$ cat config.mk
export PLATFORM = sky130hd
export DESIGN_NAME = ik_swift_qsys_st_packet_arbiter_flat
export DESIGN_NICKNAME = d
export VERILOG_FILES = /design/src/rtl/ik_swift_qsys_st_packet_arbiter_if.sv /design/src/rtl/ik_swift_qsys_st_packet_arbiter.sv /design/src/flat_wrapper.sv
export SDC_FILE = /design/constraint.sdc
export NUM_CORES = 1
export LEC_CHECK = 0
export ABC_AREA = 1
export CAP_MARGIN = 20
export CORE_MARGIN = 10
export CORE_UTILIZATION = 42
export CTS_CLUSTER_DIAMETER = 30
export CTS_CLUSTER_SIZE = 8
export DETAILED_ROUTE_END_ITERATION = 12
export PLACE_DENSITY = 0.81
export SLEW_MARGIN = 5
export SYNTH_ARGS = -nofsm -noshare
export SYNTH_HDL_FRONTEND = slang
export SYNTH_SLANG_ARGS = --single-unit
$ cat constraint.sdc
create_clock -name clk -period 3.05 [get_ports clk]
set_input_delay 0.4575 -clock clk [delete_from_list [all_inputs] [get_ports clk]]
set_output_delay 0.4575 -clock clk [all_outputs]
set_load 0.02 [all_outputs]
$ cat src/rtl/ik_swift_qsys_st_packet_arbiter_if.sv
// ik_swift_qsys_st_packet_arbiter_if: requester-side and channelized source-side Avalon-ST signals
interface ik_swift_qsys_st_packet_arbiter_if #(
  parameter int NUM_IN = 4,
  parameter int DATA_W = 8
);
  logic [NUM_IN-1:0] in_valid;
  logic [NUM_IN-1:0] in_ready;
  logic [NUM_IN-1:0] in_startofpacket;
  logic [NUM_IN-1:0] in_endofpacket;
  logic [NUM_IN*DATA_W-1:0] in_data;
  logic out_ready;
  logic out_valid;
  logic out_startofpacket;
  logic out_endofpacket;
  logic [DATA_W-1:0] out_data;
  logic [7:0] out_channel;
  modport master (
    output in_valid, in_data, in_startofpacket, in_endofpacket, out_ready,
    input in_ready, out_valid, out_data, out_channel, out_startofpacket, out_endofpacket
  );
  modport slave (
    input in_valid, in_data, in_startofpacket, in_endofpacket, out_ready,
    output in_ready, out_valid, out_data, out_channel, out_startofpacket, out_endofpacket
  );
endinterface

$ cat src/rtl/ik_swift_qsys_st_packet_arbiter.sv
// ik_swift_qsys_st_packet_arbiter: round-robin packet-locking arbiter onto a channelized Avalon-ST source
module ik_swift_qsys_st_packet_arbiter #(
  parameter int NUM_IN = 4,
  parameter int DATA_W = 8
) (
  input  logic clk,
  input  logic reset,
  ik_swift_qsys_st_packet_arbiter_if.slave bus,
  input  logic [NUM_IN-1:0] enable_mask,
  output logic busy,
  output logic [2:0] grant_id,
  output logic [7:0] err_count
);
  typedef enum logic {IDLE, LOCKED} state_t;
  state_t state;
  logic [NUM_IN-1:0] req, drop, sel;
  logic [2:0] pick;
  logic [8:0] err_sum;
  logic load, in_sop, in_eop;
  logic [DATA_W-1:0] in_beat;
  // requests, discards, round-robin pick starting after the last grant, and the granted beat mux
  always_comb begin
    req = bus.in_valid & bus.in_startofpacket & enable_mask;
    drop = (state == IDLE) ? bus.in_valid & ~bus.in_startofpacket & enable_mask : '0;
    pick = grant_id;
    for (int k = NUM_IN; k >= 1; k--)
      if (|(req & (NUM_IN'(1) << ((int'(grant_id) + k) % NUM_IN))))
        pick = 3'((int'(grant_id) + k) % NUM_IN);
    err_sum = {1'b0, err_count} + 9'($countones(drop));
    sel = NUM_IN'(1) << grant_id;
    in_beat = DATA_W'(bus.in_data >> (grant_id * DATA_W));
    in_sop = |(sel & bus.in_startofpacket);
    in_eop = |(sel & bus.in_endofpacket);
    load = (state == LOCKED) && |(sel & bus.in_valid) && (!bus.out_valid || bus.out_ready);
    bus.in_ready = reset ? '0 : (state == LOCKED) ? sel & {NUM_IN{!bus.out_valid || bus.out_ready}} : drop;
    busy = (state == LOCKED);
  end
  // FSM, grant register, single output register stage and saturating discard counter
  always_ff @(posedge clk or posedge reset) begin
    if (reset) begin
      state <= IDLE;
      grant_id <= 3'(NUM_IN - 1);
      err_count <= '0;
      bus.out_valid <= 1'b0;
      bus.out_data <= '0;
      bus.out_channel <= '0;
      bus.out_startofpacket <= 1'b0;
      bus.out_endofpacket <= 1'b0;
    end else begin
      err_count <= err_sum[8] ? 8'hff : err_sum[7:0];
      if (state == IDLE && |req) begin
        state <= LOCKED;
        grant_id <= pick;
      end else if (load && in_eop) begin
        state <= IDLE;
      end
      bus.out_valid <= load || (bus.out_valid && !bus.out_ready);
      if (load) begin
        bus.out_data <= in_beat;
        bus.out_channel <= {5'b0, grant_id};
        bus.out_startofpacket <= in_sop;
        bus.out_endofpacket <= in_eop;
      end
    end
  end
endmodule

$ cat src/flat_wrapper.sv
// flat-port wrapper written by rule: the top's interface ports become plain ports
module ik_swift_qsys_st_packet_arbiter_flat 
#(
  parameter int NUM_IN = 4,
  parameter int DATA_W = 8
)
  (clk, reset, enable_mask, busy, grant_id, err_count, bus_in_valid, bus_in_data, bus_in_startofpacket, bus_in_endofpacket, bus_out_ready, bus_in_ready, bus_out_valid, bus_out_data, bus_out_channel, bus_out_startofpacket, bus_out_endofpacket);
  ik_swift_qsys_st_packet_arbiter_if #(.NUM_IN(NUM_IN), .DATA_W(DATA_W)) bus_i ();
  input  logic clk;
  input  logic reset;
  input  logic [NUM_IN-1:0] enable_mask;
  output logic busy;
  output logic [2:0] grant_id;
  output logic [7:0] err_count;
  input wire logic [$bits(bus_i.in_valid)-1:0] bus_in_valid;
  input wire logic [$bits(bus_i.in_data)-1:0] bus_in_data;
  input wire logic [$bits(bus_i.in_startofpacket)-1:0] bus_in_startofpacket;
  input wire logic [$bits(bus_i.in_endofpacket)-1:0] bus_in_endofpacket;
  input wire logic [$bits(bus_i.out_ready)-1:0] bus_out_ready;
  output wire logic [$bits(bus_i.in_ready)-1:0] bus_in_ready;
  output wire logic [$bits(bus_i.out_valid)-1:0] bus_out_valid;
  output wire logic [$bits(bus_i.out_data)-1:0] bus_out_data;
  output wire logic [$bits(bus_i.out_channel)-1:0] bus_out_channel;
  output wire logic [$bits(bus_i.out_startofpacket)-1:0] bus_out_startofpacket;
  output wire logic [$bits(bus_i.out_endofpacket)-1:0] bus_out_endofpacket;
  assign bus_i.in_valid = bus_in_valid;
  assign bus_i.in_data = bus_in_data;
  assign bus_i.in_startofpacket = bus_in_startofpacket;
  assign bus_i.in_endofpacket = bus_in_endofpacket;
  assign bus_i.out_ready = bus_out_ready;
  assign bus_in_ready = bus_i.in_ready;
  assign bus_out_valid = bus_i.out_valid;
  assign bus_out_data = bus_i.out_data;
  assign bus_out_channel = bus_i.out_channel;
  assign bus_out_startofpacket = bus_i.out_startofpacket;
  assign bus_out_endofpacket = bus_i.out_endofpacket;
  ik_swift_qsys_st_packet_arbiter #(.NUM_IN(NUM_IN), .DATA_W(DATA_W)) u_core (.clk(clk), .reset(reset), .bus(bus_i), .enable_mask(enable_mask), .busy(busy), .grant_id(grant_id), .err_count(err_count));
endmodule
==> impl_metrics.py, run 1 <==
metrics = {
    "global_route": {
        "met1_usage_pct": 16.2,
        "busiest_layer": "met2",
        "antenna_found_initial": 0,
        "grt_pass1_wl_mm": 9.35,
        "grt_pass1_vias": 1979,
        "grt_use_met3_pct": 5.82,
        "overflow": 0,
        "grtUsageMet2_pct": 27.1,
        "grt_max_degree": 25,
        "grt_use_total_pct": 14.8,
    },
    "pwr": {
        "p_leak_nw": 1.36,
        "peakVddDrop_mv": 0.412,
        "p_per_area_nw_per_um2": 815,
    },
    "place": {
        "gp_congestion": 0.929,
        "dp_worst_setup_slack_ns": -0.118,
        "io_buffers": 78,
        "hpwl_mm": 4.83,
        "place_area_um2": 2740,
    },
    "cts": {
        "cts-hold-fix-buffers": 0,
        "cts_buffer_depth": 2,
        "cts_tree": "built",
        "clkSinkCount": 24,
        "clock_latency_ns": 0.27,
        "cts-buffers-inserted": 3,
        "cts.clk_slew.worst_paths_ns": 0.09,
        "post_cts_resized": 0,
        "cts-htree-levels": 1,
        "cts_root_buf": "clkbuf_8",
        "cts_setup_buffers": 0,
    },
    "setup_path": {
        "crit_fanout": 5,
        "start_kind": "primary input",
        "end_kind": "flop",
        "crit_type": "in -> reg",
        "cp.arrival_ns": 3.02,
        "required_ns": 3.19,
    },
    "timing": {
        "timing.final.ws_setup_ns": 0.172,
        "slew_headroom_pct": 36.2,
        "tightest_slew_ns": 0.956,
        "finClkSkew_ns": 0.00257,
        "rsz0062_at_grt": "false",
        "tns_ns": 0,
        "whs_ns": 0.492,
        "final_hold_viol_count": 0,
        "fin_crit_ns": 2.88,
        "fmax_mhz": 348,
        "period_share_pct": 94.3,
        "drv_slew": 0,
        "setup_viol": 0,
    },
    "cells_and_area": {
        "design_area_um2": 2810,
        "final_core_util_pct": 64.6,
        "syn2layout_area_growth_pct": 49.8,
        "drive_gt1_share_pct": 8.29,
        "nNetsFinal": 417,
        "n_antenna_cell": 0,
    },
    "floorplanning": {
        "rows": 24,
        "dieArea_um2": 7540,
        "die_h_um": 86.8,
        "boundaryPins": 86,
        "coreArea_um2": 4350,
        "start_util_pct": 43.1,
        "fp.dieW_um": 86.8,
    },
    "detailed_routing": {
        "ant_nets": 0,
        "drc": 0,
        "drt_iter0_markers": 66,
        "viasPerCell": 5.10,
        "first_pass_iters": 4,
        "post_drt_wl_per_cell_um": 14.6,
        "postRouteWirelength_mm": 5.87,
        "routed-via-count": 2049,
    },
    "synth": {
        "syn_area_um2": 1880,
        "syn_avg_cell_area_um2": 7.14,
        "yosysUniqueCellTypes": 28,
        "synth_common_cells": "nand2_1 (54), nor2_1 (44), inv_1 (29)",
        "synth-edff-count": 0,
        "yosys_warnings": 0,
        "synth_top_area_share_pct": 29.3,
        "seq_area_frac_synth_pct": 32.1,
        "ys_seq_elements": 24,
        "async_reset_ff_share_pct": 100,
        "syn_inst": 263,
        "synth_top_flop_cell": "dfrtp_1",
        "yosysMostFrequentCell": "nand2_1",
        "yosysTopAreaCell": "dfrtp_1",
        "yosys-top-cells-area": "dfrtp_1 (29%), nand2_1 (11%), nor2_1 (8.8%)",
    },
    "min_path": {
        "hold_path.class": "reg -> reg",
    },
    "job": {
        "maxCapViolCount": 0,
    },
    "status": {
        "outcome": "finished clean",
    },
}
## kinds of logic after synthesis
group / count (synthesis) / share of synthesized area (%)
buf+inv: 45 / 11.9
fa+ha+maj: 15 / 11.2
other cells: 1 / 0.200
simple gates: 137 / 32.7
flops: 24 / 32.1
compound gates: 41 / 11.9
## state kept, by name, summed over array words and instances (netlist names)
name	count
u_core.bus.out_channel	2
u_core.bus.out_endofpacket	1
u_core.bus.out_startofpacket	1
u_core.grant_id	2
u_core.bus.out_data	8
u_core.busy	1
u_core.bus.out_valid	1
u_core.err_count	8
## worst max-delay path: stages
cell             delay (ns)
clkdlybuf4s50_1        0.55
and3_1                 0.22
ha_1                   0.15
inv_1                  0.05
fa_1                   0.48
inv_1                  0.04
ha_1                   0.22
fa_1                   0.38
nand2_1                0.08
inv_1                  0.04
nand2_1                0.07
nor2_1                 0.05
nand2_1                0.06
or2_2                  0.10
nand3_1                0.06
## worst paths after layout
check	startpoint	end	depth (start not counted)	slack (ns)
min in group asynchronous	reset	u_core.bus.out_valid	2	0.85
worst min-delay path	u_core.bus.out_data[4]	u_core.bus.out_data[4]	2	0.49
worst max-delay path	enable_mask[1]	u_core.err_count[7]	15	0.17
worst min register to register	u_core.bus.out_data[4]	u_core.bus.out_data[4]	2	0.49
max in group asynchronous	reset	u_core.bus.out_data[3]	2	1.62
worst max register to register	u_core.busy	u_core.err_count[7]	16	0.33
## cell type report
type	count	area [um2]
fillers	387	1540
multi-input cells	200	1070
repair buffers	90	873
flip-flops and latches	24	603
inverters	32	125
well taps	52	65.1
clock buffers	3	41.3
clock inverters	1	30.0
## per-stage QoR
stage,power (mW),std cells
floorplan,1.47,269
finish,2.29,402
global placement,1.98,398
CTS,2.31,402
detailed placement,2.02,398
global route,2.48,402
## placed cells by master (no fill, tap or decap), types with 2 or more instances in the layout
cell | synthesis | final
conb_1 | 1 | 7
o21ai_0 | 24 | 24
nand3_1 | 13 | 13
dfstp_2 | 2 | 2
ha_1 | 12 | 12
and3_1 | 2 | 2
nor2_2 | 2 | 2
dfrtp_1 | 22 | 22
nand4_1 | 15 | 15
buf_4 | 7 | 12
a31oi_1 | 5 | 5
or2_2 | 3 | 3
o22ai_1 | 4 | 4
clkbuf_8 | 0 | 3
nand2_1 | 54 | 54
fa_1 | 3 | 3
a21oi_1 | 7 | 7
inv_1 | 29 | 29
clkdlybuf4s50_1 | 0 | 77
nor2_1 | 44 | 44
## power breakdown
group	switching, mW	internal (mW)	leakage [nW]
logic	0.789	0.605	1.04
registers	0.139	0.473	0.282
clock network	0.109	0.175	0.0357
total	1.04	1.25	1.36
## layer usage
metal | vias up | part of all wire [%]
li1 | 1020 | -
met1 | 937 | 38
met2 | 90 | 51
met3 | 2 | 11
met4 | 0 | 0.14
met5 | - | 0
(Power assumes the default switching activity.)
==> run 2: changes to the inputs <==
--- a/config.mk
+++ b/config.mk
@@ -8,3 +8,2 @@
 export ABC_AREA = 1
-export CAP_MARGIN = 20
 export CORE_MARGIN = 10
@@ -19 +18,2 @@
 export SYNTH_SLANG_ARGS = --single-unit
+export TNS_END_PERCENT = 20
--- a/constraint.sdc
+++ b/constraint.sdc
@@ -3,2 +3,2 @@
 set_output_delay 0.4575 -clock clk [all_outputs]
-set_load 0.02 [all_outputs]
+set_load 0.05 [all_outputs]
==> run 2 against run 1 <==
- clock skew grew 0.0054 ns
- non-clock buffer count decreased by 1
- hold slack gained 0.00073 ns
- fmax grew 0.69%
- first-iteration DRC count up 74%
- clock power about the same
- flip-flop and latch count is the same
- cell count is 0.25% lower
- via count decreased by 3.1%
- critical path type unchanged
- critical endpoint unchanged
- highest routed layer unchanged
==> impl_metrics.py, run 2 (same netlist as run 1, synthesis figures left out) <==
metrics = {
    "status": {
        "outcome": "finished clean",
    },
    "detailed_routing": {
        "viasPerCell": 4.95,
        "postRouteWirelength_mm": 5.60,
        "ant_nets": 0,
        "drt_iter0_markers": 115,
        "drc": 0,
        "first_pass_iters": 4,
        "post_drt_wl_per_cell_um": 14.0,
        "routed-via-count": 1986,
    },
    "global_route": {
        "overflow": 0,
        "grt_pass1_wl_mm": 9.05,
        "grt_pass1_vias": 1943,
        "grt_use_total_pct": 14.6,
        "grt_max_degree": 25,
        "antenna_found_initial": 0,
    },
    "timing": {
        "slew_headroom_pct": 36.8,
        "setup_viol": 0,
        "rsz0062_at_grt": "false",
        "finClkSkew_ns": 0.00797,
        "period_share_pct": 93.7,
        "timing.final.ws_setup_ns": 0.192,
        "drv_slew": 0,
        "fin_crit_ns": 2.86,
        "final_hold_viol_count": 0,
        "tightest_slew_ns": 0.947,
        "fmax_mhz": 350,
    },
    "floorplanning": {
        "die_h_um": 86.8,
        "fp.dieW_um": 86.8,
        "coreArea_um2": 4350,
        "rows": 24,
        "boundaryPins": 86,
        "start_util_pct": 43.1,
        "dieArea_um2": 7540,
    },
    "place": {
        "io_buffers": 78,
        "gp_congestion": 0.910,
        "dp_worst_setup_slack_ns": -0.113,
        "place_inst": 397,
        "hpwl_mm": 4.58,
        "place_area_um2": 2720,
    },
    "setup_path": {
        "cp.arrival_ns": 3.00,
        "required_ns": 3.20,
        "crit_slowest_cell": "clkdlybuf4s50_1",
        "start_kind": "primary input",
        "crit_fanout": 5,
        "end_kind": "flop",
        "cpPeakStageDelay_ns": 0.54,
        "crit_chain": "clkdlybuf4s50_1 -> and3_1 -> ha_1 -> inv_1 -> fa_1 -> inv_1 -> ha_1 -> fa_1 -> nand2_1 -> inv_1 -> nand2_1 -> nor2_1 -> nand2_1 -> or2_2 -> nand3_1",
        "crit_type": "in -> reg",
        "r2r_cells": 16,
    },
    "cts": {
        "cts_buffer_depth": 2,
        "cts.clk_slew.worst_paths_ns": 0.09,
        "cts-htree-levels": 1,
        "clock_latency_ns": 0.27,
        "cts_tree": "built",
        "cts-buffers-inserted": 3,
        "clkSinkCount": 24,
        "cts_setup_buffers": 0,
        "cts_root_buf": "clkbuf_8",
    },
    "pwr": {
        "p_leak_nw": 1.36,
        "combPwrFrac_pct": 64.9,
        "swShare_pct": 53.0,
        "p_total_mw": 2.64,
        "pwr-share-clk_pct": 10.7,
        "seqPwrFrac_pct": 24.4,
        "p_per_area_nw_per_um2": 943,
        "intPower_mw": 1.24,
        "p_sw_mw": 1.40,
        "peakVddDrop_mv": 0.462,
    },
    "cells_and_area": {
        "syn2layout_area_growth_pct": 48.9,
        "design_area_um2": 2790,
        "multi_input_area_um2": 1070,
        "n_antenna_cell": 0,
        "finalNonFillerCells": 401,
        "top_regs": "u_core.bus.out_data: 8 flops, u_core.err_count: 8 flops",
        "final_core_util_pct": 64.2,
        "nNetsFinal": 416,
        "drive_gt1_share_pct": 9.17,
        "layout_commonest_cell": "clkdlybuf4s50_1",
        "fillers": 394,
        "layout_common_cells": "clkdlybuf4s50_1 (73), nand2_1 (54), nor2_1 (44), inv_1 (29), o21ai_0 (24)",
        "regArea_um2": 603,
    },
    "min_path": {
        "hold_depth": 2,
        "hold_path.class": "reg -> reg",
    },
    "job": {
        "maxCapViolCount": 0,
    },
}
-- run 2: timing repair --
action / in CTS / in global routing
hold buffers: 0 / 0
setup endpoints to repair: 0 / 1
resized for setup: 0 / 1
-- run 2: metal layers --
metal | track usage [%] | share of wire [%] | vias to the layer above
li1 | - | - | 1019
met1 | 17.1 | 44 | 897
met2 | 24.5 | 47 | 65
met3 | 6.19 | 8.8 | 5
met4 | 2.50 | 0.48 | 0
met5 | 0 | 0 | -
-- run 2: per-stage QoR --
stage          hold WS [ns]  setup TNS (ns)
2_1_floorplan         0.471               0
3_3_place_gp          0.471         -0.0363
3_5_place_dp          0.474          -0.113
4_1_cts               0.495               0
5_1_grt               0.505               0
6_report              0.493               0
-- run 2: layout make-up --
class	count	share of cell area, %
Clock buffer	3	1.48
Clock inverter	1	1.07
Sequential cell	24	21.6
Timing Repair Buffer	89	30.6
Inverter	32	4.48
Tap cell	52	2.33
Multi-Input combinational cell	200	38.4
-- run 2: final timing paths --
kind / end / startpoint / slack (ns)
worst max-delay path: u_core.err_count[7] / enable_mask[1] / 0.19
worst max register to register: u_core.err_count[7] / u_core.busy / 0.29
worst min register to register: u_core.bus.out_data[3] / u_core.bus.out_data[3] / 0.49
min in group asynchronous: u_core.bus.out_valid / reset / 0.82
worst min-delay path: u_core.bus.out_data[3] / u_core.bus.out_data[3] / 0.49
max in group asynchronous: u_core.bus.out_channel[1] / reset / 1.64
-- run 2: critical path: cells and delay by family --
kind / cells / cell delay [ns]
simple gates: 7 / 0.64
buf+inv: 4 / 0.67
fa+ha+maj: 4 / 1.23
-- run 2: power by group through the flow --
stage                     combinational [mW]  sequential [mW]  clock, mW
final                                   1.71            0.643      0.283
after global routing                    1.86            0.669      0.298
after CTS                               1.73            0.644      0.289
after detailed placement                1.72            0.650          0
after global placement                  1.69            0.640          0
after floorplan                        0.751             1.07          0
